==> src/rtl/zxuno_clk_pkg.sv <==
// rtl/zxuno_clk_pkg.sv - CPU mode encodings and clamped enable-shift helper
package zxuno_clk_pkg;

  localparam logic [1:0] CPU_MODE_3M5 = 2'd0;
  localparam logic [1:0] CPU_MODE_7M  = 2'd1;
  localparam logic [1:0] CPU_MODE_14M = 2'd2;
  localparam logic [1:0] CPU_MODE_28M = 2'd3;

  // log2 of the CPU divide ratio for a mode, clamped at zero (enable every cycle)
  function automatic int ce_shift(input logic [1:0] mode, input int base);
    int s;
    s = base - int'(mode);
    return (s < 0) ? 0 : s;
  endfunction

endpackage

==> src/rtl/ce_tap.sv <==
// rtl/ce_tap.sv - registered pulse when the low K+1 bits of the next count are all ones
module ce_tap #(
  parameter int K = 0
) (
  input  logic         clk_i,
  input  logic         rst_n_i,
  input  logic [K:0]   cnt_nxt_i,
  output logic         ce_o
);

  logic ce_q;

  always_ff @(posedge clk_i or negedge rst_n_i) begin
    if (!rst_n_i) begin
      ce_q <= 1'b0;
    end else begin
      ce_q <= &cnt_nxt_i;
    end
  end

  assign ce_o = ce_q;

endmodule

==> src/rtl/clock_enable_gen.sv <==
// rtl/clock_enable_gen.sv - free-running divider, divided-clock enables and glitch-free CPU turbo enable
module clock_enable_gen
  import zxuno_clk_pkg::*;
#(
  parameter int         DIVW       = 4,
  parameter int         BASE_SHIFT = 3,
  parameter logic [1:0] MODE_RESET = CPU_MODE_3M5
) (
  input  logic            clk,
  input  logic            rst_n,
  input  logic [1:0]      mode_req,
  input  logic            cpu_stall,
  output logic [DIVW-1:0] clk_div,
  output logic [DIVW-1:0] ce_div,
  output logic            cpu_ce,
  output logic [1:0]      cur_mode,
  output logic            mode_busy
);

  if (DIVW < BASE_SHIFT) begin : g_param_check
    $error("clock_enable_gen: DIVW must be >= BASE_SHIFT");
  end

  // Common boundary of every mode period: low BASE_SHIFT bits all ones
  localparam logic [DIVW-1:0] BASE_MASK = DIVW'((1 << BASE_SHIFT) - 1);

  logic [DIVW-1:0] cnt_q, cnt_d;
  logic [1:0]      cur_mode_q, cur_mode_d;
  logic            cpu_ce_q, cpu_ce_d;
  logic            mode_busy_q, mode_busy_d;
  logic [DIVW-1:0] cpu_mask;
  int              shift;

  always_comb begin
    cnt_d       = cnt_q + DIVW'(1);
    cur_mode_d  = cur_mode_q;
    if ((cnt_q & BASE_MASK) == BASE_MASK) begin
      cur_mode_d = mode_req;
    end
    mode_busy_d = (mode_req != cur_mode_d);
    // The enable for the next cycle follows the mode that will be in force then
    shift       = ce_shift(cur_mode_d, BASE_SHIFT);
    cpu_mask    = '0;
    for (int i = 0; i < DIVW; i++) begin
      cpu_mask[i] = (i < shift);
    end
    cpu_ce_d    = ((cnt_d & cpu_mask) == cpu_mask) & ~cpu_stall;
  end

  always_ff @(posedge clk or negedge rst_n) begin
    if (!rst_n) begin
      cnt_q       <= '0;
      cur_mode_q  <= MODE_RESET;
      cpu_ce_q    <= 1'b0;
      mode_busy_q <= 1'b0;
    end else begin
      cnt_q       <= cnt_d;
      cur_mode_q  <= cur_mode_d;
      cpu_ce_q    <= cpu_ce_d;
      mode_busy_q <= mode_busy_d;
    end
  end

  for (genvar k = 0; k < DIVW; k++) begin : g_tap
    ce_tap #(
      .K (k)
    ) u_ce_tap (
      .clk_i     (clk),
      .rst_n_i   (rst_n),
      .cnt_nxt_i (cnt_d[k:0]),
      .ce_o      (ce_div[k])
    );
  end

  assign clk_div   = cnt_q;
  assign cpu_ce    = cpu_ce_q;
  assign cur_mode  = cur_mode_q;
  assign mode_busy = mode_busy_q;

endmodule

==> config.mk <==
export PLATFORM = sky130hd
export DESIGN_NAME = clock_enable_gen
export DESIGN_NICKNAME = d
export VERILOG_FILES = /design/src/rtl/zxuno_clk_pkg.sv /design/src/rtl/ce_tap.sv /design/src/rtl/clock_enable_gen.sv
export SDC_FILE = /design/constraint.sdc
export NUM_CORES = 1
export LEC_CHECK = 0
export ABC_CLOCK_PERIOD_IN_PS = 2200
export CORE_AREA = 2 2 39 41
export CTS_CLUSTER_SIZE = 40
export DETAILED_ROUTE_END_ITERATION = 6
export DIE_AREA = 0 0 41 43
export PLACE_DENSITY = 0.73
export SLEW_MARGIN = 10
export SYNTH_ARGS = -nofsm -noshare
export SYNTH_HDL_FRONTEND = slang
export SYNTH_SLANG_ARGS = --single-unit
==> constraint.sdc <==
create_clock -name clk -period 2.2 [get_ports clk]
set_input_delay 0.55 -clock clk [delete_from_list [all_inputs] [get_ports clk]]
set_output_delay 0.55 -clock clk [all_outputs]
set_load 0.02 [all_outputs]
==> Word-level counts from Yosys, hierarchy flattened <==
Cells that the tools add are included.
{ "totals": {"inputBits": 5, "memories": 0, "ramBits": 0, "output_inout_bits": 12, "romBits": 0, "latchBits": 0, "wordCells": 26, "regBits": 12} }
{ "op_classes": {"bitwise": 3, "eq_ne": 3, "n_div": 0, "mul": 0, "shifts": 0, "reduce_logical": 3, "n_addsub": 2, "order_cmp": 5, "mux": 2} }
{ "op_table": {"columns": ["op", "n"], "rows": [
  ["3-bit by 32-bit less-than comparator with 1-bit output (first input constant)", 2],
  ["1-bit by 32-bit less-than comparator with 1-bit output (first input constant)", 1],
  ["2-bit by 32-bit less-than comparator with 1-bit output (first input constant)", 1],
  ["32-bit 2-to-1 mux", 1],
  ["4-bit by 1-bit adder with 4-bit output (second input constant)", 1],
  ["4-bit AND", 1],
  ["4-bit == test", 1],
  ["4-bit AND reduction", 1],
  ["3-bit == test (second input constant)", 1],
  ["3-bit by 1-bit less-than comparator with 1-bit output (second input constant)", 1],
  ["3-bit AND reduction", 1],
  ["2-bit by 2-bit subtractor with 3-bit output (first input constant)", 1],
  ["2-bit 2-to-1 mux", 1],
  ["2-bit != test", 1],
  ["2-bit AND reduction", 1],
  ["1-bit AND", 1],
  ["1-bit inverter", 1]
]} }

==> Logic depth before layout (Yosys ltp) <==
Gate-level depths: netlist (run 1).
{ "logic_depth": {"word_depth": 9, "ltp_mapped": 5, "ltp_nobuf": 5} }

==> Hierarchy <==
A second synthesis (run 1) with hierarchy kept.
{ "unflattened": {"cells_unflattened": 29, "area_unflattened_um2": 446.7} }
{ "modules_own_cells": {"columns": ["mod", "cells_each", "area_each_um2", "n_inst", "seq_area_each_um2"], "rows": [
  ["clock_enable_gen", 22, 325.3, 1, 200.2],
  ["ce_tap at g_tap[1].u_ce_tap ...", 2, 31.3, 2, 25.0],
  ["ce_tap at g_tap[3].u_ce_tap", 2, 33.8, 1, 25.0],
  ["ce_tap at g_tap[0].u_ce_tap", 1, 25.0, 1, 25.0]
]} }

==> Worst setup path after synthesis (run 1) <==
Ideal clock, no wire load.
{ "synth_path": {"path_type": "register to register", "from": "reg cnt_q[1] (netlist: clk_div[1])", "to": "reg cpu_ce_q (netlist: cpu_ce)", "setup_ns": 0.125, "arrival_time_ns": 1.439, "required_time_ns": 2.075, "n_path_buf": 0, "path_stages_with_launch": 6, "slack_ns": 0.637, "synth_period_minus_slack_ns": 1.563, "path_cell_list": "dfrtp_1 ha_1 ha_1 mux2_4 a21oi_1 a211oi_2"} }
{ "synth_between": {"elab_chain_len": 9, "word_cells_on_any_way": 13, "classes_between": "add/sub (2); order compare (5); eq/ne (2); mux (2); bitwise (2)"} }
{ "synth_rtl": {"columns": ["item", "line_no", "rtl"], "rows": [
  ["from (decl)", "clock_enable_gen.sv:27", "logic [DIVW-1:0] cnt_q, cnt_d;"],
  ["from (signal assigned)", "clock_enable_gen.sv:57", "cnt_q <= cnt_d;"],
  ["3-bit == test *", "clock_enable_gen.sv:37", "if ((cnt_q & BASE_MASK) == BASE_MASK) begin"],
  ["2-bit 2-to-1 mux *", "clock_enable_gen.sv:37", null],
  ["net cur_mode_d[1]", "clock_enable_gen.sv:28", "logic [1:0] cur_mode_q, cur_mode_d;"],
  ["2-bit by 2-bit subtractor with 3-bit output *", "zxuno_clk_pkg.sv:12", "s = base - int'(mode);"],
  ["3-bit by 1-bit less-than comparator with 1-bit output", "zxuno_clk_pkg.sv:13", "return (s < 0) ? 0 : s;"],
  ["32-bit 2-to-1 mux *", "zxuno_clk_pkg.sv:13", null],
  ["1-bit by 32-bit less-than comparator with 1-bit output, or another cell as far along", "clock_enable_gen.sv:45", "cpu_mask[i] = (i < shift);"],
  ["4-bit AND", "clock_enable_gen.sv:47", "cpu_ce_d = ((cnt_d & cpu_mask) == cpu_mask) & ~cpu_stall;"],
  ["4-bit == test *", "clock_enable_gen.sv:47", null],
  ["1-bit AND *", "clock_enable_gen.sv:47", null],
  ["net cpu_ce_d", "clock_enable_gen.sv:29", "logic cpu_ce_q, cpu_ce_d;"],
  ["to (signal assigned)", "clock_enable_gen.sv:59", "cpu_ce_q <= cpu_ce_d;"],
  ["to (decl)", "clock_enable_gen.sv:29", null]
]} }
The timed path passes the listed nets; every way through them passes the cells marked *.

==> Final worst setup path (run 1) <==
{ "layout_path": {"from": "reg cnt_q[0] (netlist: clk_div[0])", "to": "out clk_div[0]"} }
{ "layout_lines": {"columns": ["item", "line_no", "rtl"], "rows": [
  ["to (decl)", "clock_enable_gen.sv:13", "output logic [DIVW-1:0] clk_div,"]
]} }
No word-level cell between the ends.

==> results.json, run 1 <==
{
  "finalClockSkew_ns": 0.001521,
  "period_share_pct": 83.76,
  "slew_violations": 0,
  "grt_max_degree": 12,
  "clk_pin_slew_worst_paths_ns": 0.06,
  "peakVddDrop_uv": 258.3,
  "postCtsSetupBuffers": 0,
  "seq_area_frac_synth_pct": 58.98,
  "cp-end-kind": "output port",
  "syn_area_per_cell_sq_um": 13.73,
  "synthesis.nets": 42,
  "root_buffer": "clkbuf_4",
  "cp_slowest_stage_delay_ns": 0.63,
  "syn2layout_area_growth_pct": 36.19,
  "place_inst": 61,
  "hold_buffers": 0,
  "vias_per_cell": 4.200,
  "top_level_ports": 17,
  "fin_util_pct": 45.93,
  "clock_path_buffers": 2,
  "maxCapViolCount": 0,
  "synth_top_area_share_pct": 58.98,
  "stdcell_area_sq_um": 635.6,
  "htree_levels": 1,
  "first_iter_violations": 0,
  "postPlaceCellArea_sq_um": 609.3,
  "antenna_found_initial": 0,
  "syn-instance-count": 34,
  "core_area_sq_um": 1384,
  "finalSetupViolations": 0,
  "fin_cells": 65,
  "power_uw": 374.8,
  "fin_nets": 58,
  "grt_pass1_wl_um": 1097,
  "rsz0062_at_grt": "no",
  "cp_slowest_cell": "clkdlybuf4s50_1",
  "gr-usage-all-layers_pct": 9.369,
  "floorplan.initialDensity_pct": 33.73,
  "grt_pass1_vias": 278,
  "drc_errors": 0,
  "die_y_um": 43,
  "path_cells": "clkdlybuf4s50_1",
  "routabilityCongestion": 0.7175,
  "cp-start-kind": "flip-flop",
  "crit_family": "buffers and inverters",
  "ys_types": 11,
  "crit_arrival_ns": 1.29,
  "postCtsResizedCells": 0,
  "wl_per_cell_um": 10.08,
  "gr-total-overflow": 0,
  "row_count": 14,
  "path_buf_inv": 1,
  "outcome": "completed",
  "die_w_um": 41,
  "yosysTopAreaCell": "dfrtp_1",
  "final.setup.tns_ns": 0,
  "wl_um": 655,
  "antenna_left": 0,
  "vias": 273,
  "io_buffers": 16,
  "clkLatencyLatePin_ns": 0.25,
  "p_leak_nw": 0.2939,
  "worstPathMaxFanout": 5,
  "yosysWarnings": 0,
  "maxSlewHeadroom_pct": 68.33,
  "drive_above_1_share_pct": 14.29,
  "drt_first_pass_iters": 1,
  "path_class": "reg2out",
  "worst_pin_slew_ns": 0.4736,
  "fmax_mhz": 542.7,
  "ys_ff_latch": 11,
  "cts_tree": "built",
  "cts_made_buffers": 3,
  "hp-class": "reg2reg",
  "cts.sinks": 11,
  "n_antenna_cell": 0,
  "period_needed_ns": 1.843,
  "synth_area_sq_um": 466.7,
  "synth.area.top_cells": "dfrtp_1 59%, buf_4 8.0%, ha_1 8.0%",
  "finalHoldViolCount": 0,
  "power_density_nw_per_um2": 589.7,
  "crit_required_ns": 1.65,
  "fp.dieArea_sq_um": 1763
}
-- layout by cell type (no fill, tap or decap) --
cell type,netlist,layout
o21ai_2,1,1
clkdlybuf4s50_1,0,16
a211oi_2,1,1
mux2_4,2,2
xnor2_1,3,3
and2_1,2,2
ha_1,3,3
a21oi_1,2,2
clkbuf_1,0,1
nand3_1,1,1
inv_1,3,3
clkbuf_4,0,3
dfrtp_1,11,11
-- power breakdown --
group | internal, mW | switching [mW]
Sequential | 0.207 | 0.00240
Clock | 0.0698 | 0.0578
Combinational | 0.0208 | 0.0172
-- final cells by class --
class | count | area (sq um)
sequential | 11 | 275.3
timing repair buffer | 16 | 160.2
fill | 131 | 748.2
inverter | 3 | 11.26
tap | 16 | 20.02
multi-input combinational | 15 | 142.6
clock buffer | 4 | 26.28
-- final timing paths --
check | slack [ns] | depth (start not counted) | to | from
setup / recovery | 0.36 | 1 | clk_div[0] | clk_div[0]$_DFF_PN0_
hold / removal | 0.49 | 1 | clk_div[3]$_DFF_PN0_ | clk_div[3]$_DFF_PN0_
setup reg to reg | 0.66 | 5 | cpu_ce$_DFF_PN0_ | clk_div[1]$_DFF_PN0_
hold reg to reg | 0.49 | 1 | clk_div[3]$_DFF_PN0_ | clk_div[3]$_DFF_PN0_
max in group asynchronous | 1.26 | 1 | clk_div[1]$_DFF_PN0_ | rst_n
min in group asynchronous | 0.62 | 1 | cpu_ce$_DFF_PN0_ | rst_n
-- kinds of logic (layout without fill, tap and decap cells) --
kind of cell | after synthesis | in the layout | share of synthesized area, %
flip-flops | 11 | 11 | 58.98
buffers and inverters | 8 | 23 | 10.46
AO/OA/AOI/OAI | 4 | 4 | 6.702
adder cells (fa/ha/maj) | 3 | 3 | 8.044
XOR/XNOR | 3 | 3 | 5.631
AND/OR/NAND/NOR | 3 | 3 | 3.752
multiplexers | 2 | 2 | 6.435
-- synthesized netlist by cell type --
cell type	instances
o21ai_2	1
buf_4	5
dfrtp_1	11
ha_1	3
xnor2_1	3
a211oi_2	1
and2_1	2
inv_1	3
nand3_1	1
mux2_4	2
a21oi_1	2
-- routing by layer --
metal	global-route usage [%]	wire length, um	up-vias
met5	0	0	-
met4	2.000	0	0
met3	4.712	34	0
met2	15.31	367	6
met1	10.44	253	131
li1	-	-	136
-- stage by stage --
step,hold WS (ns),setup slack (ns)
2_1_floorplan,0.2544,0.6365
3_3_place_gp,0.4830,0.5785
3_5_place_dp,0.4901,0.5669
4_1_cts,0.4989,0.3420
5_1_grt,0.5120,0.3018
6_report,0.4937,0.3572
-- registers in the layout (all words and copies together), names as in the netlist --
register             count
clk_div                  4
cpu_ce                   1
cur_mode                 2
g_tap.u_ce_tap.ce_o      3
mode_busy                1
Note: power is estimated with default switching activity, not from simulation.
==> inputs of run 2 (changes only) <==
Settings changed: ABC_CLOCK_PERIOD_IN_PS 2200 to 1650, CORE_AREA 2 2 39 41 to default, CORE_MARGIN from default to 2, CORE_UTILIZATION from default to 36, DIE_AREA 0 0 41 43 to default, PLACE_DENSITY 0.73 to 0.77.
Clock period 2.2 ns to 1.65 ns, I/O delays scaled along.
==> run 2 against run 1 <==
Global-route usage is 3.8 points higher. Die area down 9.2%. Core utilization grew 8.3 points. Critical path type unchanged. Critical endpoint is now ce_div[2]. Largest cell class unchanged.
==> results.json, run 2 (synthesized netlist as in run 1, its figures left out) <==
{
  "outcome": "completed",
  "finalHoldViolCount": 0,
  "grt_max_degree": 12,
  "cp_slowest_cell": "clkdlybuf4s50_1",
  "die_w_um": 40.01,
  "place_inst": 59,
  "antenna_found_initial": 0,
  "maxCapViolCount": 0,
  "cts.sinks": 11,
  "path_buf_inv": 1,
  "routabilityCongestion": 0.6517,
  "gr-total-overflow": 0,
  "root_buffer": "clkbuf_4",
  "cp_slowest_stage_delay_ns": 0.59,
  "io_buffers": 16,
  "n_antenna_cell": 0,
  "dpl.hpwl_um": 582.2,
  "cts_made_buffers": 3,
  "power_uw": 505.0,
  "top_level_ports": 17,
  "final.setup.tns_ns": 0,
  "clkLatencyLatePin_ns": 0.27,
  "fp.dieArea_sq_um": 1600,
  "clk_pin_slew_worst_paths_ns": 0.07,
  "largest_reg_flops": 4,
  "period_needed_ns": 1.594,
  "regArea_sq_um": 275.3,
  "grt_pass1_wl_um": 1242,
  "cp-end-kind": "output port",
  "drt_first_pass_iters": 4,
  "crit_arrival_ns": 1.18,
  "fmax_mhz": 627.2,
  "finalClockSkew_ns": 0.005921,
  "path_class": "reg2out",
  "grt_pass1_vias": 278,
  "drive_above_1_share_pct": 14.29,
  "period_share_pct": 96.62,
  "first_iter_violations": 1,
  "finalSetupViolations": 0,
  "final_cell_mix": "11 x dfrtp_1, 8 x clkdlybuf4s50_1, 7 x dlygate4sd2_1",
  "fin_util_pct": 54.22,
  "core_area_sq_um": 1156,
  "hp-class": "in2async",
  "gr-usage-all-layers_pct": 13.16,
  "vias_per_cell": 4.429,
  "power_density_nw_per_um2": 805.6,
  "crit_required_ns": 1.24,
  "vias": 279,
  "fin_nets": 58,
  "worstPathMaxFanout": 1,
  "die_y_um": 40.01,
  "row_count": 12,
  "htree_levels": 1,
  "syn2layout_area_growth_pct": 34.32,
  "worst_pin_slew_ns": 0.4665,
  "path_cells": "clkdlybuf4s50_1",
  "clock_path_buffers": 2,
  "drc_errors": 0,
  "wl_per_cell_um": 11.65,
  "multi_input_area_sq_um": 142.6,
  "cts_tree": "built",
  "floorplan.initialDensity_pct": 40.37,
  "wl_um": 734,
  "rsz0062_at_grt": "no",
  "fillers": 108,
  "p_leak_nw": 0.3112,
  "final_common_cell": "dfrtp_1",
  "maxSlewHeadroom_pct": 68.80,
  "slew_violations": 0,
  "fin_cells": 63,
  "cp-start-kind": "flip-flop",
  "peakVddDrop_uv": 496.4,
  "crit_family": "buffers and inverters",
  "antenna_left": 0
}
-- run 2: changes by cell type in the layout (fill, tap and decap cells not counted) --
cell / change
dlygate4sd2_1: +7
clkdlybuf4s50_1: -8
dlymetal6s2s_1: +1
-- run 2: worst paths after layout --
kind                                                  startpoint              endpoint  slack (ns)  cells past startpoint
worst max-delay path            g_tap[2].u_ce_tap.ce_o$_DFF_PN0_             ce_div[2]        0.06                      1
worst min-delay path                                       rst_n   mode_busy$_DFF_PN0_        0.46                      1
worst max register to register              clk_div[1]$_DFF_PN0_      cpu_ce$_DFF_PN0_        0.09                      5
worst min register to register              clk_div[3]$_DFF_PN0_  clk_div[3]$_DFF_PN0_        0.49                      1
max in group asynchronous                                  rst_n  clk_div[1]$_DFF_PN0_        0.86                      1
min in group clk                            clk_div[3]$_DFF_PN0_  clk_div[3]$_DFF_PN0_        0.49                      1
-- run 2: per-layer routing --
layer | track usage [%] | wire length (um) | up-vias
li1 | - | - | 134
met1 | 13.07 | 260 | 132
met2 | 21.77 | 405 | 13
met3 | 10.00 | 68 | 0
met4 | 2.586 | 0 | 0
met5 | 0 | 0 | -
-- run 2: through the flow --
stage | worst slack, ns | area (sq um) | hold WS [ns]
2_1_floorplan | 0.08654 | 466.7 | 0.1169
3_3_place_gp | 0.1206 | 606.8 | 0.4844
3_5_place_dp | 0.1120 | 606.8 | 0.4918
4_1_cts | 0.04045 | 624.3 | 0.4774
5_1_grt | 0.001608 | 626.9 | 0.5014
6_report | 0.05569 | 626.9 | 0.4646
-- run 2: layout make-up --
type	instances	area share, %
Sequential cell	11	43.91
Tap cell	14	2.794
Clock buffer	4	4.192
Timing Repair Buffer	16	24.55
Multi-Input combinational cell	15	22.75
Inverter	3	1.796
-- run 2: what timing repair did --
item | CTS | global route
gates resized for setup | 7 | 1
gates cloned | 0 | 0
setup buffers | 0 | 0
hold buffers | 0 | 0
setup endpoints to repair | 7 | 1
-- run 2: where the power goes --
| part | switching, mW | leakage, nW | internal (mW) |
|---|---|---|---|
| logic | 0.0239 | 0.156 | 0.0255 |
| registers | 0.00321 | 0.140 | 0.276 |
| clock network | 0.0833 | 0.0150 | 0.0935 |
| total | 0.110 | 0.311 | 0.395 |
